<file path="src/rtl/bitmask_scan_pkg.sv">
// Shared constants, FSM encoding and bit helpers for bitmask_scanner.
// Contents: WIDTH, IDX_W, state_t (S_IDLE/S_SCAN), onehot().
package bitmask_scan_pkg;

   localparam int WIDTH = 32;
   localparam int IDX_W = 5;

   typedef enum logic {
      S_IDLE = 1'b0,
      S_SCAN = 1'b1
   } state_t;

   function automatic logic [WIDTH-1:0] onehot(
      input logic [IDX_W-1:0] idx
   );
      logic [WIDTH-1:0] v;
      v      = '0;
      v[idx] = 1'b1;
      return v;
   endfunction

endpackage

</file>
<file path="src/rtl/leadingZero32.sv">
// 32-bit leading-zero counter; count is 32 for an all-zero value.
// Ports: value (in, 32), count (out, 6).
module leadingZero32 (
   input  logic [31:0] value,
   output logic [5:0]  count
);

   // Walk upward so the highest set bit makes the final assignment.
   always_comb begin
      count = 6'd32;
      for (int i = 0; i < 32; i++) begin
         if (value[i]) count = 6'(31 - i);
      end
   end

endmodule

</file>
<file path="src/rtl/bitmask_scanner.sv">
// Emits set-bit indices of a 32-bit mask, MSB first, one per cycle.
// Ports: clk, reset (async high), in_valid/in_ready/in_mask,
//   out_valid/out_ready/out_index, done; out_last with
//   BITMASK_SCAN_LAST_EN defined.
module bitmask_scanner
   import bitmask_scan_pkg::*;
(
   input  logic             clk,
   input  logic             reset,
   input  logic             in_valid,
   output logic             in_ready,
   input  logic [WIDTH-1:0] in_mask,
   output logic             out_valid,
   input  logic             out_ready,
   output logic [IDX_W-1:0] out_index,
   output logic             done
`ifdef BITMASK_SCAN_LAST_EN
   ,
   output logic             out_last
`endif
);

   state_t           state_q, state_d;
   logic [WIDTH-1:0] mask_q, mask_d;
   logic [WIDTH-1:0] remain;
   logic [IDX_W-1:0] hi_idx, index_d;
   logic [5:0]       lz;
   logic             empty, load;
   logic             valid_d, done_d;

   leadingZero32 u_lzc (
      .value (mask_q),
      .count (lz)
   );

   // lz < 32 means lz fits in 5 bits, and 31 - lz is its complement.
   assign empty  = lz[5];
   assign hi_idx = ~lz[IDX_W-1:0];
   assign remain = mask_q & ~onehot(hi_idx);
   assign load   = ~out_valid | out_ready;

   assign in_ready = (state_q == S_IDLE);

`ifdef BITMASK_SCAN_LAST_EN
   logic last_d;
`endif

   always_comb begin
      state_d = state_q;
      mask_d  = mask_q;
      index_d = out_index;
      valid_d = out_valid;
      done_d  = 1'b0;
`ifdef BITMASK_SCAN_LAST_EN
      last_d  = out_last;
`endif
      unique case (state_q)
         S_IDLE: begin
            if (in_valid) begin
               mask_d  = in_mask;
               state_d = S_SCAN;
            end
         end
         S_SCAN: begin
            if (load && !empty) begin
               index_d = hi_idx;
               valid_d = 1'b1;
               mask_d  = remain;
`ifdef BITMASK_SCAN_LAST_EN
               last_d  = (remain == '0);
`endif
            end else if (load) begin
               valid_d = 1'b0;
               done_d  = 1'b1;
               state_d = S_IDLE;
`ifdef BITMASK_SCAN_LAST_EN
               last_d  = 1'b0;
`endif
            end
         end
         default: state_d = S_IDLE;
      endcase
   end

   always_ff @(posedge clk or posedge reset) begin
      if (reset) begin
         state_q   <= S_IDLE;
         mask_q    <= '0;
         out_index <= '0;
         out_valid <= 1'b0;
         done      <= 1'b0;
      end else begin
         state_q   <= state_d;
         mask_q    <= mask_d;
         out_index <= index_d;
         out_valid <= valid_d;
         done      <= done_d;
      end
   end

`ifdef BITMASK_SCAN_LAST_EN
   always_ff @(posedge clk or posedge reset) begin
      if (reset) out_last <= 1'b0;
      else       out_last <= last_d;
   end
`endif

endmodule

</file>
<file path="config.mk">
export PLATFORM = sky130hd
export DESIGN_NAME = bitmask_scanner
export DESIGN_NICKNAME = d
export VERILOG_FILES = /design/src/rtl/bitmask_scan_pkg.sv /design/src/rtl/leadingZero32.sv /design/src/rtl/bitmask_scanner.sv
export SDC_FILE = /design/constraint.sdc
export NUM_CORES = 1
export LEC_CHECK = 0
export ABC_AREA = 1
export BUFFER_PORTS_ARGS = -buffer_cell sky130_fd_sc_hd__buf_2
export CAP_MARGIN = 10
export CORE_MARGIN = 5
export CORE_UTILIZATION = 55
export CTS_CLUSTER_DIAMETER = 50
export DETAILED_ROUTE_END_ITERATION = 10
export PLACE_DENSITY = 0.79
export SLEW_MARGIN = 20
export SYNTH_ARGS = -nofsm -noshare
export SYNTH_HDL_FRONTEND = slang
export SYNTH_SLANG_ARGS = --single-unit
</file>
<file path="constraint.sdc">
create_clock -name clk -period 3.32 [get_ports clk]
set_input_delay 0.664 -clock clk [delete_from_list [all_inputs] [get_ports clk]]
set_output_delay 0.664 -clock clk [all_outputs]
set_load 0.02 [all_outputs]
</file>
==> Yosys cells after proc, flatten, opt, wreduce, memory -nomap -nowiden <==
Index checks and enable logic that the tools add are counted.
{ "totals": {"reg_bits": 40, "input_bits": 36, "output_inout_bits": 8, "wordCells": 68} }
{ "op_classes": {"order_cmp": 2, "eq_ne": 2, "mux": 46, "n_bitwise": 6, "reduce_logical": 7} }
{ "op_table": {"columns": ["op", "n"], "rows": [
  ["6-bit two-way mux", 32],
  ["32-bit two-way mux", 2],
  ["32-bit one-hot mux with 2 select lines", 1],
  ["32-bit AND", 1],
  ["32-bit inverter", 1],
  ["1-bit two-way mux", 9],
  ["5-bit by 6-bit less-than comparator with 1-bit output (second input constant)", 1],
  ["2-bit AND reduction", 3],
  ["1-bit demux with 5-bit select", 1],
  ["5-bit by 1-bit greater-or-equal comparator with 1-bit output (second input constant)", 1],
  ["5-bit inverter", 1],
  ["1-bit logical AND", 2],
  ["2-bit by 1-bit inequality test with 1-bit output (second input constant)", 1],
  ["2-bit inequality test (second input constant)", 1],
  ["1-bit inverter", 2],
  ["1-bit one-hot mux with 2 select lines", 1],
  ["2-bit nonzero test", 1],
  ["1-bit logical NOT", 1],
  ["1-bit bitwise OR", 1]
]} }

==> Longest topological paths before layout <==
Gate-level depths: netlist of run 1.
{ "logic_depth": {"ltp_word": 41, "ltp_mapped": 35, "ltp_nobuf": 35} }

==> By module <==
Synthesis of run 1 repeated with hierarchy kept, for this count alone.
{ "hier_totals": {"hier_cells": 391, "area_unflattened_um2": 2558.7} }
{ "by_module_without_submodules": {"columns": ["mod", "instances", "cells_each", "area_per_inst_um2", "seq_area_each_um2"], "rows": [
  ["bitmask_scanner", 1, 281, 2109.5, 1001.0],
  ["leadingZero32", 1, 110, 449.2, 0.0]
]} }

==> Worst setup path after synthesis of run 1 <==
OpenSTA, ideal clock, no wires.
{ "synth_path": {"path_kind": "register to register", "startpoint": "reg mask_q[1]", "endpoint": "reg mask_q[10]", "setup_time_ns": 0.117, "arrival_time_ns": 2.051, "path_slack_ns": 1.153, "stages_incl_launch_ff": 35, "path_buffers": 0, "period_less_slack_ns": 2.167, "cell_sequence": "dfrtp_1 > inv_1 > nand2_1 > nand2_1 > nand2_1 > nand2_1 > nand2_1 > nand2_1 > nand2_1 > nand2_1 > nand2_1 > nand2_1 > nand2_1 > nand2_1 > nand2_1 > nand2_1 > nand2_1 > nand2_1 > nand2_1 > nand2_1 > nand2_1 > nand2_1 > nand2_1 > nand2_1 > nand2_1 > nand2_1 > nand2_1 > nand2_1 > nand2_2 > nand2_4 > nand2_8 > nand2_8 > nand4_1 > nand2_1 > nand2_1"} }
{ "synth_via": {"elab_chain_cells": 40} }
{ "synth_lines": {"columns": ["element", "line", "text"], "rows": [
  ["start: declaration", "bitmask_scanner.sv:24", "logic [WIDTH-1:0] mask_q, mask_d;"],
  ["start signal: assignment", "bitmask_scanner.sv:94", "mask_q <= mask_d;"],
  ["6-bit two-way mux (*) (31 in series)", "leadingZero32.sv:12", "if (value[i]) count = 6'(31 - i);"],
  ["5-bit inverter", "bitmask_scanner.sv:38", "assign hi_idx = ~lz[IDX_W-1:0];"],
  ["5-bit by 6-bit less-than comparator with 1-bit output (implied by the code) / 5-bit by 1-bit greater-or-equal comparator with 1-bit output (equally long branches)", "bitmask_scan_pkg.sv:18", "v[idx] = 1'b1;"],
  ["1-bit logical AND (implied by the code)", "bitmask_scan_pkg.sv:18", null],
  ["1-bit two-way mux (implied by the code)", "bitmask_scan_pkg.sv:18", null],
  ["1-bit demux with 5-bit select", "bitmask_scan_pkg.sv:18", null],
  ["32-bit inverter", "bitmask_scanner.sv:39", "assign remain = mask_q & ~onehot(hi_idx);"],
  ["32-bit AND", "bitmask_scanner.sv:39", null],
  ["32-bit two-way mux", "bitmask_scanner.sv:65", "if (load && !empty) begin"],
  ["32-bit one-hot mux with 2 select lines", "bitmask_scanner.sv:57", "unique case (state_q)"]
]} }
Mark *: on every way between the ends. The rest lies on a longest branch, timed or not. The select of a mux whose other input is x is not followed.
A chain may end at the register's enable or synchronous reset.

==> Worst setup path in the final report of run 1 <==
{ "layout_path": {"startpoint": "reg mask_q[2]", "endpoint": "reg mask_q[7]"} }
{ "layout_via": {"elab_chain_cells": 39} }
{ "layout_lines": {"columns": ["element", "line"], "rows": [
  ["6-bit two-way mux (*) (30 in series)", "leadingZero32.sv:12"],
  ["5-bit inverter", "bitmask_scanner.sv:38"],
  ["5-bit by 6-bit less-than comparator with 1-bit output (implied by the code) / 5-bit by 1-bit greater-or-equal comparator with 1-bit output (equally long branches)", "bitmask_scan_pkg.sv:18"],
  ["1-bit logical AND (implied by the code)", "bitmask_scan_pkg.sv:18"],
  ["1-bit two-way mux (implied by the code)", "bitmask_scan_pkg.sv:18"],
  ["1-bit demux with 5-bit select", "bitmask_scan_pkg.sv:18"],
  ["32-bit inverter", "bitmask_scanner.sv:39"],
  ["32-bit AND", "bitmask_scanner.sv:39"],
  ["32-bit two-way mux", "bitmask_scanner.sv:65"],
  ["32-bit one-hot mux with 2 select lines", "bitmask_scanner.sv:57"]
]} }
Marked as above.

==> results of run 1 <==
through the flow:
| stage | total power (uW) | util | setup WS [ps] | std cells | cell area [um2] |
|---|---|---|---|---|---|
| after floorplan | 1931 | - | 1153 | 341 | 2328 |
| after global placement | 2240 | 0.6395 | 739.7 | 428 | 2595 |
| after detailed placement | 2279 | 0.6395 | 710.8 | 428 | 2595 |
| after CTS | 2624 | 0.6617 | 690.0 | 436 | 2685 |
| after global routing | 2857 | 0.6617 | 307.8 | 436 | 2685 |
| final | 2630 | 0.6617 | 691.7 | 436 | 2685 |
cell type report:
cell class                 count  area (um2)  area share
clock buffer                   8       90.09     0.03355
sequential                    40        1001      0.3728
multi-input combinational    244        1114      0.4147
tap                           50       62.56     0.02330
inverter                      48       180.2     0.06710
timing repair buffer          46       237.7     0.08854
cells in the final DEF, fill, tap and decap left out, types with 4 or more instances in the layout:
master / synthesis / layout
buf_2: 2 / 43
clkbuf_8: 0 / 6
dfrtp_1: 40 / 40
inv_1: 39 / 39
inv_2: 6 / 6
nand2_1: 122 / 122
nand3_1: 38 / 38
nand4_1: 17 / 17
nor2_1: 41 / 40
o21ai_1: 4 / 4
routing by layer:
layer,share of wire,up-vias
li1,-,1162
met4,0.017,0
met5,0,-
met3,0.070,9
met1,0.44,997
met2,0.47,65
sequential cells by signal, summed over array words and instances (netlist names):
register and flops:
out_valid 1, out_index 5, mask_q 32, done 1
state_q 1
how the worst min path moves through the flow:
stage / start / to / slack, ps / cells after the start
2_1_floorplan: mask_q[20] / mask_q[20] / 490 / 2
3_3_place_gp: out_index[3] / out_index[3] / 460 / 2
3_5_place_dp: out_index[3] / out_index[3] / 460 / 2
4_1_cts: out_index[3] / out_index[3] / 480 / 2
5_1_grt: out_index[3] / out_index[3] / 510 / 2
6_report: out_index[3] / out_index[3] / 480 / 2
worst max-delay path: cells and delay by family, from the launching register on:
family        cells  cell delay (ps)
flops             1              400
simple gates     33             2030
buf+inv           1               80
power groups by stage:
stage | Sequential, uW | Combinational, uW | Clock (uW)
3_5_place_dp | 735 | 1540 | 0
2_1_floorplan | 751 | 1180 | 0
3_3_place_gp | 732 | 1510 | 0
5_1_grt | 745 | 1750 | 357
4_1_cts | 726 | 1560 | 340
6_report | 727 | 1570 | 332
logic make-up (layout without fill, tap and decap cells):
logic type | after synthesis | count (layout) | synth area share
simple gates | 229 | 229 | 0.4390
buf+inv | 57 | 102 | 0.09296
flops | 40 | 40 | 0.4299
compound gates | 15 | 15 | 0.03815
==> flow_metrics.tcl, run 1 <==
set metrics [dict create \
    std_cell_rows 23 \
    grt_usage 0.2188 \
    die_h_um 75.07 \
    start_util 0.5739 \
    p_comb_frac 0.597 \
    slew_violations 0 \
    final_layout_size_suffix_gt1_frac 0.1658 \
    vias 2233 \
    area_delta_synth_final_pct 15.31 \
    netlist.area_leader.share 0.4299 \
    cpPeakStageDelay_ps 400 \
    synth_top_area_cell "dfrtp_1" \
    nNetsFinal 421 \
    antennaDiodeCount 0 \
    numCtsBuffers 5 \
    cts_resized 0 \
    syn_nets 377 \
    clk_pin_slew_ps 70 \
    synthesis.area_um2 2328 \
    synth_seq_cells 40 \
    r2r_end "mask_q[7]" \
    power_density_nw_per_um2 979.4 \
    first_global_vias 2129 \
    synth.distinct_cells 24 \
    power.internal_uw 1242 \
    dr.pass1.iters 4 \
    vias_per_cell 5.122 \
    antenna_found_initial 0 \
    cpMostUsedCell "nand2_1" \
    drtIter0Drc 229 \
    crit_type "reg2reg" \
    slowest_stage "dfrtp_1" \
    grt.busiest_layer "met2" \
    drv_cap 0 \
    async_reset_ff_frac 1.000 \
    cp-endpoint "mask_q[7]" \
    rsz0062_at_grt "no" \
    gr-usage-met3 0.03738 \
    cp.required_ps 3500 \
    gp_congestion 0.8949 \
    grt_pass1_wl_um 9425 \
    syn_avg_cell_area_um2 6.828 \
    grt_max_degree 48 \
    clock-sinks 40 \
    io_pins 44 \
    period_needed_ps 2628 \
    timing_worst_slew_pin_value_ps 754.4 \
    post-route-period-util 0.7917 \
    hpwlAfterDp_um 4110 \
    clk_path_buf_depth 2 \
    rr_startpoint "mask_q[2]" \
    final_antenna_net_count 0 \
    hold_violations 0 \
    setup_tns_ps 0 \
    switching_power_uw 1388 \
    status "complete, no violations" \
    clock_skew_ps 8.289 \
    die_w_um 75.07 \
    wl_um 5489 \
    synth_edf_count 0 \
    reg2reg_depth 34 \
    synth.most_common_cell "nand2_1" \
    leakagePower_uw 0.001438 \
    drc 0 \
    ir_drop_v 0.0005095 \
    whs_ps 477.0 \
    critPathMaxFanout 10 \
    slew_headroom 0.4965 \
    p_seq_frac 0.276 \
    cts_setup_buffers 0 \
    clockRootBuffer "clkbuf_8" \
    met1_usage 0.2820 \
    hp-class "reg2reg" \
    dieArea_um2 5635 \
    postCtsHoldBufs 0 \
    reg2reg_slack_ps 690 \
    ys_warn_count 0 \
    grt_use_met2 0.3704 \
    worstSkewPairLatency_ps 290 \
    htree_levels 2 \
    core_um2 4058 \
    yosysSeqAreaShare 0.4299 \
    synthCells 341 \
    yosys-top-cells-area "dfrtp_1, nand2_1, nand3_1" \
    finalSetupViolCount 0 \
    wl_per_cell_um 12.59 \
    end_kind "register" \
    fillers 373 \
    startpoint "mask_q[2]" \
    sw_frac_of_total 0.5279 \
    synth_common_cells "nand2_1, nor2_1, dfrtp_1" \
    cts_tree "built" \
    max_freq_ghz 0.3805 \
    start_kind "register" \
    synthFlopType "dfrtp_1" \
    arrival_ps 2810 \
    globalRouteOverflowTotal 0 \
    clock_power_share 0.126 \
    port_buffers 43 \
]
Power figures use the tool's default switching activity.
==> run 2, diff against run 1 <==
- clock period: 3.32 -> 2.6 ns (I/O delays scaled with it)
==> flow_metrics.tcl, run 2 (synthesized netlist as in run 1, its figures left out) <==
set metrics [dict create \
    status "complete, no violations" \
    whs_ps 326.1 \
    cpPeakStageDelay_ps 400 \
    max_freq_ghz 0.3937 \
    clk_path_buf_depth 2 \
    critical-path-top-delay-family "simple AND/OR/NAND/NOR gates" \
    clockRootBuffer "clkbuf_8" \
    cp.required_ps 2770 \
    std_cell_rows 23 \
    final_cell_mix "nand2_1, buf_2, nor2_1, dfrtp_1, inv_1" \
    cpMostUsedCell "nand2_1" \
    start_kind "register" \
    regMostFlops "mask_q" \
    die_w_um 75.07 \
    dr.pass1.iters 4 \
    htree_levels 2 \
    die_h_um 75.07 \
    crit_type "reg2reg" \
    post-route-period-util 0.9770 \
    core_um2 4058 \
    rsz0062_at_grt "yes" \
    clock_skew_ps 4.169 \
    slew_headroom 0.6397 \
    total_power_uw 3768 \
    dpl_cell_area_um2 2603 \
    worstSkewPairLatency_ps 290 \
    end_kind "register" \
    ir_drop_v 0.0009971 \
    io_pins 44 \
    layout_commonest_cell "nand2_1" \
    wl_um 5801 \
    gp_congestion 0.8889 \
    hpwlAfterDp_um 4217 \
    numCtsBuffers 5 \
    drv_cap 0 \
    cp.depth 34 \
    reg2reg_depth 34 \
    period_needed_ps 2540 \
    final_layout_size_suffix_gt1_frac 0.2015 \
    grt_pass1_wl_um 9970 \
    fin_util 0.6895 \
    wl_per_cell_um 13.12 \
    globalRouteOverflowTotal 0 \
    nNetsFinal 428 \
    grt_max_degree 48 \
    power_density_nw_per_um2 1347 \
    antenna_found_initial 0 \
    hold_violations 0 \
    vias_per_cell 5.242 \
    timing_worst_slew_pin_value_ps 535.5 \
    slowest_stage "dfrtp_1" \
    area_delta_synth_final_pct 20.15 \
    vias 2317 \
    drc 0 \
    final_cell_area_um2 2798 \
    setup_tns_ps 0 \
    drtIter0Drc 180 \
    clk_pin_slew_ps 70 \
    grt_usage 0.2280 \
    cts_tree "built" \
    arrival_ps 2710 \
    antennaDiodeCount 0 \
    port_buffers 43 \
    reg_top3 "mask_q (32), out_index (5)" \
    largest_reg_flops 32 \
    slew_violations 0 \
    critPathMaxFanout 10 \
    start_util 0.5739 \
    finalSetupViolCount 0 \
    final_antenna_net_count 0 \
    dieArea_um2 5635 \
    hp-class "in2async" \
    first_global_vias 2177 \
    clock-sinks 40 \
    leakagePower_uw 0.001481 \
    timing.critical_path.buf_inv 1 \
    fillers 356 \
]
run 2: changes by cell type in the layout (fill, tap and decap cells not counted):
cell / before / now
clkbuf_1: 2 / 0
nand3_2: 0 / 5
buf_4: 3 / 9
buf_6: 0 / 1
nand3_4: 0 / 2
nand3_1: 38 / 31
clkbuf_8: 6 / 7
run 2: worst paths after layout:
kind,startpoint,end,slack (ps)
max,mask_q[1],mask_q[10],60
min reg2reg,out_index[2],out_index[2],480
min in group clk,in_mask[3],mask_q[3],430
min,reset,out_index[3],330
max reg2reg,mask_q[1],mask_q[10],60
max in group asynchronous,reset,mask_q[31],1910
run 2: through the flow:
| step | setup slack [ps] | std cells |
|---|---|---|
| 6_report | 59.80 | 442 |
| 2_1_floorplan | 432.5 | 341 |
| 5_1_grt | -260.8 | 442 |
| 3_5_place_dp | 142.9 | 429 |
| 3_3_place_gp | 172.0 | 429 |
| 4_1_cts | 75.67 | 436 |
run 2: area by class of cell:
| type | instances | area (um2) | area share |
|---|---|---|---|
| clock buffer | 7 | 96.34 | 0.03444 |
| inverter | 48 | 180.2 | 0.06440 |
| multi-input combinational | 244 | 1164 | 0.4159 |
| sequential | 40 | 1001 | 0.3578 |
| tap | 50 | 62.56 | 0.02236 |
| timing repair buffer | 53 | 294.0 | 0.1051 |
run 2: repair_timing:
| item | CTS | global route |
|---|---|---|
| endpoints found under the hold margin | 0 | 0 |
| setup buffers | 0 | 6 |
| resized for setup | 0 | 10 |
| hold buffers | 0 | 0 |
| endpoints found under the setup margin | 0 | 32 |
run 2: routing by layer:
| metal | GRT usage | part of all wire |
|---|---|---|
| met5 | 0 | 0 |
| met2 | 0.3704 | 0.47 |
| met4 | 0.06522 | 0.014 |
| met3 | 0.03204 | 0.062 |
| met1 | 0.3179 | 0.46 |
run 2: report_power, final:
group	switching [uW]	total [uW]	leakage [uW]	internal, uW
clock network	207	443	0.0000503	236
logic	1560	2390	0.000933	825
registers	128	936	0.000498	808
total	1900	3770	0.00148	1870
run 2: worst min-delay path, stage by stage:
cell	delay, ps
buf_2	100
inv_1	40
buf_4	400
